File: config.mk
export PLATFORM = sky130hd
export DESIGN_NAME = dvi_tx_config_seq_flat
export DESIGN_NICKNAME = d
export VERILOG_FILES = /design/src/rtl/dvi_tx_cfg_pkg.sv /design/src/rtl/dvi_tx_config_seq_if.sv /design/src/rtl/dvi_tx_cfg_rom.sv /design/src/rtl/dvi_tx_config_seq.sv /design/src/flat_wrapper.sv
export SDC_FILE = /design/constraint.sdc
export NUM_CORES = 1
export LEC_CHECK = 0
export ABC_AREA = 1
export BUFFER_PORTS_ARGS = -buffer_cell sky130_fd_sc_hd__buf_2
export CAP_MARGIN = 20
export CORE_MARGIN = 8
export CORE_UTILIZATION = 30
export CTS_CLUSTER_DIAMETER = 150
export DETAILED_ROUTE_END_ITERATION = 16
export GPL_ROUTABILITY_DRIVEN = 0
export PLACE_DENSITY = 0.56
export REMOVE_ABC_BUFFERS = 1
export SYNTH_ARGS = -nofsm -noshare
export SYNTH_HDL_FRONTEND = slang
export SYNTH_SLANG_ARGS = --single-unit
File: constraint.sdc
create_clock -name iClk -period 2.05 [get_ports iClk]
set_input_delay 0.205 -clock iClk [delete_from_list [all_inputs] [get_ports iClk]]
set_output_delay 0.205 -clock iClk [all_outputs]
set_load 0.02 [all_outputs]
File: src/rtl/dvi_tx_cfg_pkg.sv
// Shared types and constants for the DVI transmitter power-up register sequencer.
package dvi_tx_cfg_pkg;

    typedef enum logic [2:0] {
        StIdle,
        StDelay,
        StIssue,
        StWait,
        StRetry,
        StNext,
        StDone,
        StFail
    } state_e;

    localparam int unsigned REG_COUNT = 5;
    localparam int unsigned IDX_W     = 4;

    localparam logic [IDX_W-1:0] LAST_IDX = IDX_W'(REG_COUNT - 1);

    // 7-bit TWI slave address of the DVI transmitter
    localparam logic [6:0] DEV_ADDR_DEFAULT = 7'h76;

endpackage

File: src/rtl/dvi_tx_config_seq_if.sv
// Write-request bus between the config sequencer (master) and the byte-level TWI write master.
interface dvi_tx_config_seq_if;

    logic       oWrValid;
    logic       iWrReady;
    logic [6:0] oWrDevAddr;
    logic [7:0] oWrRegAddr;
    logic [7:0] oWrData;
    logic       iWrDone;
    logic       iWrNack;

    modport master (
        output oWrValid,
        output oWrDevAddr,
        output oWrRegAddr,
        output oWrData,
        input  iWrReady,
        input  iWrDone,
        input  iWrNack
    );

    modport slave (
        input  oWrValid,
        input  oWrDevAddr,
        input  oWrRegAddr,
        input  oWrData,
        output iWrReady,
        output iWrDone,
        output iWrNack
    );

endinterface

File: src/rtl/dvi_tx_cfg_rom.sv
// Fixed register/value table for the DVI transmitter; {reg, value} per index.
module dvi_tx_cfg_rom
    import dvi_tx_cfg_pkg::*;
(
    input  logic [IDX_W-1:0] idx_i,
    output logic [15:0]      entry_o
);

    // Table lookup; out-of-range indices read as zero
    always_comb begin
        entry_o = 16'h0000;
        case (idx_i)
            4'd0:    entry_o = 16'h49C0;
            4'd1:    entry_o = 16'h2109;
            4'd2:    entry_o = 16'h3308;
            4'd3:    entry_o = 16'h3416;
            4'd4:    entry_o = 16'h3660;
            default: entry_o = 16'h0000;
        endcase
    end

endmodule

File: src/rtl/dvi_tx_config_seq.sv
// Power-up register sequencer: walks the config table and issues each entry as a TWI write,
// with startup delay, per-write timeout and bounded retries. oDone releases the video reset.
module dvi_tx_config_seq
    import dvi_tx_cfg_pkg::*;
#(
    parameter logic [6:0]  DEV_ADDR      = DEV_ADDR_DEFAULT,
    parameter logic [15:0] STARTUP_DELAY = 16'd50000,
    parameter logic [15:0] RETRY_DELAY   = 16'd1000,
    parameter logic [19:0] TIMEOUT       = 20'd200000,
    parameter int unsigned MAX_RETRIES   = 3
) (
    input  logic                 iClk,
    input  logic                 iRst,
    input  logic                 iStart,
    dvi_tx_config_seq_if.master  wr,
    output logic                 oBusy,
    output logic                 oDone,
    output logic                 oError,
    output logic [IDX_W-1:0]     oIndex
);

    localparam logic [7:0] RETRY_LIMIT = 8'(MAX_RETRIES);

    state_e           state_q;
    logic [15:0]      delay_q;
    logic [19:0]      timeout_q;
    logic [7:0]       retry_q;
    logic             valid_q;
    logic [7:0]       reg_q;
    logic [7:0]       data_q;
    logic             busy_q;
    logic             done_q;
    logic             error_q;
    logic [IDX_W-1:0] index_q;

    logic [IDX_W-1:0] rom_idx;
    logic [15:0]      rom_entry;

    // NEXT loads the following entry's payload directly, so look one index ahead there
    always_comb begin
        rom_idx = index_q;
        if (state_q == StNext) begin
            rom_idx = index_q + 4'd1;
        end
    end

    dvi_tx_cfg_rom u_rom (
        .idx_i   (rom_idx),
        .entry_o (rom_entry)
    );

    // Sequencer FSM with delay/timeout/retry counters and registered outputs
    always_ff @(posedge iClk) begin
        if (iRst) begin
            state_q   <= StIdle;
            delay_q   <= '0;
            timeout_q <= '0;
            retry_q   <= '0;
            valid_q   <= 1'b0;
            reg_q     <= '0;
            data_q    <= '0;
            busy_q    <= 1'b0;
            done_q    <= 1'b0;
            error_q   <= 1'b0;
            index_q   <= '0;
        end else begin
            unique case (state_q)
                StIdle, StDone, StFail: begin
                    if (iStart) begin
                        state_q <= StDelay;
                        delay_q <= STARTUP_DELAY;
                        index_q <= '0;
                        retry_q <= '0;
                        busy_q  <= 1'b1;
                        done_q  <= 1'b0;
                        error_q <= 1'b0;
                    end
                end
                StDelay: begin
                    if (delay_q == '0) begin
                        state_q <= StIssue;
                        valid_q <= 1'b1;
                        reg_q   <= rom_entry[15:8];
                        data_q  <= rom_entry[7:0];
                    end else begin
                        delay_q <= delay_q - 16'd1;
                    end
                end
                StIssue: begin
                    // Payload held stable until the TWI master accepts
                    if (wr.iWrReady) begin
                        state_q   <= StWait;
                        valid_q   <= 1'b0;
                        timeout_q <= TIMEOUT;
                    end
                end
                StWait: begin
                    if (wr.iWrDone && !wr.iWrNack) begin
                        state_q <= StNext;
                    end else if (wr.iWrDone || (timeout_q == '0)) begin
                        state_q <= StRetry;
                    end else begin
                        timeout_q <= timeout_q - 20'd1;
                    end
                end
                StRetry: begin
                    if (retry_q < RETRY_LIMIT) begin
                        retry_q <= retry_q + 8'd1;
                        delay_q <= RETRY_DELAY;
                        state_q <= StDelay;
                    end else begin
                        state_q <= StFail;
                        busy_q  <= 1'b0;
                        error_q <= 1'b1;
                    end
                end
                StNext: begin
                    if (index_q == LAST_IDX) begin
                        state_q <= StDone;
                        busy_q  <= 1'b0;
                        done_q  <= 1'b1;
                    end else begin
                        index_q <= index_q + 4'd1;
                        retry_q <= '0;
                        state_q <= StIssue;
                        valid_q <= 1'b1;
                        reg_q   <= rom_entry[15:8];
                        data_q  <= rom_entry[7:0];
                    end
                end
                default: state_q <= StIdle;
            endcase
        end
    end

    assign wr.oWrValid   = valid_q;
    assign wr.oWrDevAddr = DEV_ADDR;
    assign wr.oWrRegAddr = reg_q;
    assign wr.oWrData    = data_q;

    assign oBusy  = busy_q;
    assign oDone  = done_q;
    assign oError = error_q;
    assign oIndex = index_q;

endmodule

File: src/flat_wrapper.sv
// flat-port wrapper written by rule: the top's interface ports become plain ports
module dvi_tx_config_seq_flat import dvi_tx_cfg_pkg::*;
#(
    parameter logic [6:0]  DEV_ADDR      = DEV_ADDR_DEFAULT,
    parameter logic [15:0] STARTUP_DELAY = 16'd50000,
    parameter logic [15:0] RETRY_DELAY   = 16'd1000,
    parameter logic [19:0] TIMEOUT       = 20'd200000,
    parameter int unsigned MAX_RETRIES   = 3
)
  (iClk, iRst, iStart, oBusy, oDone, oError, oIndex, wr_oWrValid, wr_oWrDevAddr, wr_oWrRegAddr, wr_oWrData, wr_iWrReady, wr_iWrDone, wr_iWrNack);
  dvi_tx_config_seq_if wr_i ();
  input  logic iClk;
  input  logic iRst;
  input  logic iStart;
  output logic oBusy;
  output logic oDone;
  output logic oError;
  output logic [IDX_W-1:0] oIndex;
  output wire logic [$bits(wr_i.oWrValid)-1:0] wr_oWrValid;
  output wire logic [$bits(wr_i.oWrDevAddr)-1:0] wr_oWrDevAddr;
  output wire logic [$bits(wr_i.oWrRegAddr)-1:0] wr_oWrRegAddr;
  output wire logic [$bits(wr_i.oWrData)-1:0] wr_oWrData;
  input wire logic [$bits(wr_i.iWrReady)-1:0] wr_iWrReady;
  input wire logic [$bits(wr_i.iWrDone)-1:0] wr_iWrDone;
  input wire logic [$bits(wr_i.iWrNack)-1:0] wr_iWrNack;
  assign wr_oWrValid = wr_i.oWrValid;
  assign wr_oWrDevAddr = wr_i.oWrDevAddr;
  assign wr_oWrRegAddr = wr_i.oWrRegAddr;
  assign wr_oWrData = wr_i.oWrData;
  assign wr_i.iWrReady = wr_iWrReady;
  assign wr_i.iWrDone = wr_iWrDone;
  assign wr_i.iWrNack = wr_iWrNack;
  dvi_tx_config_seq #(.DEV_ADDR(DEV_ADDR), .STARTUP_DELAY(STARTUP_DELAY), .RETRY_DELAY(RETRY_DELAY), .TIMEOUT(TIMEOUT), .MAX_RETRIES(MAX_RETRIES)) u_core (.iClk(iClk), .iRst(iRst), .iStart(iStart), .wr(wr_i), .oBusy(oBusy), .oDone(oDone), .oError(oError), .oIndex(oIndex));
endmodule
==> results.md <==
* Outcome: finished, final reports clean
* Largest net degree at the start of global routing at 25
* Final Hold Vio Count at 0
* Post-Synthesis Cells at 600
* Critical-path maximum fanout at 6
* CP Launch Type: register
* Actual slew at the worst max-slew pin at 0.5739 ns
* Cells after DPL at 784
* Detail Route Antenna Nets at 0
* Layout Cells excl Fill at 800
* Final clock skew at 0.007471 ns
* Multi-input gate area at 0.002145 mm²
* Slowest-stage cell, CP: dfxtp_1
* Hold WC Path Type: in -> reg
* Clk_lat worst skew at 0.32 ns
* First-pass GRT wire length at 15,800 µm
* CTS tree: done
* Post-synth EDFFs at 0
* RSZ-0062 raised after global routing: false
* DP HPWL at 6891 µm
* Dominant cells by area after synthesis: dfxtp_1 (34%), nand2_1 (16%), nor2_1 (11%)
* ANT cells at 0
* Fillers at 1,371
* Post-CTS setup buffers at 0
* Drt total wl at 9278 µm
* DRT iter0 DRCs at 311
* Period utilization at 0.8972
* Initial antenna violation count at 0
* Final core occ at 0.3505
* Most common cell in the netlist: nand2_1
* Nets at 636
* CTS buffer count at 9
* Pwr/cell area at 1667 mW/mm²
* Area leader, netlist: dfxtp_1
* Sequential cell area at 0.001321 mm²
* CP Class: reg -> reg
* Top FF cell, synth: dfxtp_1
* Vias at 3,621
* Avg Inst Size Synth at 6.458 µm²
* GRT Overall Usage at 0.1149
* Drc violations at 0
* Min Tclk post-route at 1.839 ns
* Row count at 41
* # IOs at 37
* Clock tree buffer depth at 2
* Critical Path RT at 2.30 ns
* Area growth, synth to finish at 14.14%
* Post-synthesis sequential area ratio at 0.3410
* Root Driver: clkbuf_16
* Top post-synthesis cells by count: nand2_1 (165), nor2_1 (109), dfxtp_1 (66)
* DR pass1 iterations at 4
* Die height at 129.7 µm
* PortBufs at 28
* Clk slew on worst S/H paths at 0.06 ns
* Layout cells sized above 1 at 0.1401
* Setup TNS at 0 ns
* Yosys reg bits at 66
* Slew Limit Fails at 0
* CTS Sinks at 66
* Setup crit end kind: register
* Vias in the first global route at 3,302
* Max-cap violations at 0
* Mapped Area at 0.003875 mm²
* FMAX at 0.5437 GHz
* Drt wl/cell at 11.60 µm
* Top cell type's share of synthesized area at 0.3410
* Async S/R FF share, synth at 0
* Starting Density at 0.3071
* VDD IR-drop max at 0.7826 mV
* Synthesis Warnings at 0
* Core footprint at 0.01262 mm²
* Worst path max stage delay at 0.42 ns
* WHS at 0.2987 ns
* DIE AREA at 0.01681 mm²
* Yosys cell types at 34
* Leakage power at 2.125 nW
* Cell Chain, Critical Path: inv_2 -> nand3_2 -> inv_2 -> ha_1 -> inv_1 -> nor2_1 -> nand4_1 -> nand2_1 -> nand2_1 -> a21oi_1
* H-tree lvl count at 3
* Max-slew headroom at 0.6170
* Gr ovfl total at 0
* Final setup viols at 0
* Via density at 4.526
* Die width at 129.7 µm
* Crit path DAT at 2.09 ns
## logic make-up after synthesis
kind of cell               count (synthesis)  share of synthesized area
buffers and inverters                     90                     0.1114
other                                      2                   0.001938
xor gates and xnor gates                  17                    0.03842
AOI/OAI and AO/OA                         75                     0.1049
adders and majority gates                  7                    0.02260
DFF                                       66                     0.3410
and+or+nand+nor                          343                     0.3797
## repair_timing
action / CTS / global route
gates resized for setup: 0 / 1
endpoints found under the setup margin: 0 / 8
hold buffers: 0 / 0
## cell type report
class / instances / share of cell area
multi-input cells: 450 / 0.4849
flip-flops and latches: 66 / 0.2987
clock buffers: 12 / 0.05799
inverters: 63 / 0.05545
well taps: 172 / 0.04866
repair buffers: 33 / 0.04300
clock inverters: 4 / 0.01132
## stage by stage
step / worst slack, ns / power, W / area [µm²]
2_1_floorplan: 0.3622 / 0.004879 / 3710
3_3_place_gp: 0.3135 / 0.005785 / 4115
3_5_place_dp: 0.2319 / 0.005821 / 4115
4_1_cts: 0.2130 / 0.007427 / 4422
5_1_grt: 0.009359 / 0.008094 / 4423
6_report: 0.2106 / 0.007374 / 4423
## flip-flops by register name (all words and copies together) (netlist names), 3 cells and up
register,cells
u_core.timeout_q,20
u_core.delay_q,16
u_core.retry_q,8
u_core.wr.oWrRegAddr,6
u_core.wr.oWrData,5
u_core.oIndex,4
u_core.state_q,3
## where the power goes
group | switching (W) | internal [W] | total, W | leakage, nW
clock network | 0.000550 | 0.00101 | 0.00156 | 0.145
registers | 0.000331 | 0.00162 | 0.00195 | 0.538
logic | 0.00257 | 0.00130 | 0.00387 | 1.44
## per-layer routing
layer / part of all wire / wire (µm) / vias up / global-route usage
li1: - / - / 1914 / -
met1: 0.49 / 4586 / 1643 / 0.1510
met2: 0.46 / 4265 / 55 / 0.1816
met3: 0.038 / 353 / 9 / 0.03164
met4: 0.0078 / 72 / 0 / 0.02869
met5: 0 / 0 / - / 0
## layout by cell type (no fill, tap or decap), types with 6 or more instances in the layout
cell / Yosys / layout
a21oi_1: 40 / 40
nor2_1: 109 / 109
nor2_2: 6 / 6
nand2_1: 165 / 165
a21oi_2: 6 / 6
buf_2: 3 / 28
clkbuf_16: 0 / 9
conb_1: 2 / 8
inv_2: 10 / 9
nand3_1: 27 / 27
ha_1: 7 / 7
xor2_1: 13 / 13
o21ai_0: 23 / 23
inv_1: 51 / 51
nand2_2: 7 / 7
dfxtp_1: 66 / 66
nand4_1: 9 / 9
## critical path: cells and delay by family (launching register included)
| kind | cells | cell delay (ns) |
|---|---|---|
| compound gates | 1 | 0.14 |
| fa+ha+maj | 1 | 0.34 |
| buf+inv | 3 | 0.23 |
| flops | 1 | 0.42 |
| simple gates | 5 | 0.64 |
## worst paths after layout
path	startpoint	endpoint	slack, ns	depth (start not counted)
setup / recovery	u_core.state_q[1]	u_core.wr.oWrRegAddr[4]	0.21	10
hold / removal	iRst	u_core.oIndex[3]	0.30	2
setup reg to reg	u_core.state_q[1]	u_core.wr.oWrRegAddr[4]	0.21	10
hold reg to reg	u_core.retry_q[7]	u_core.retry_q[7]	0.44	2
Note: power is estimated with default switching activity, not from simulation.
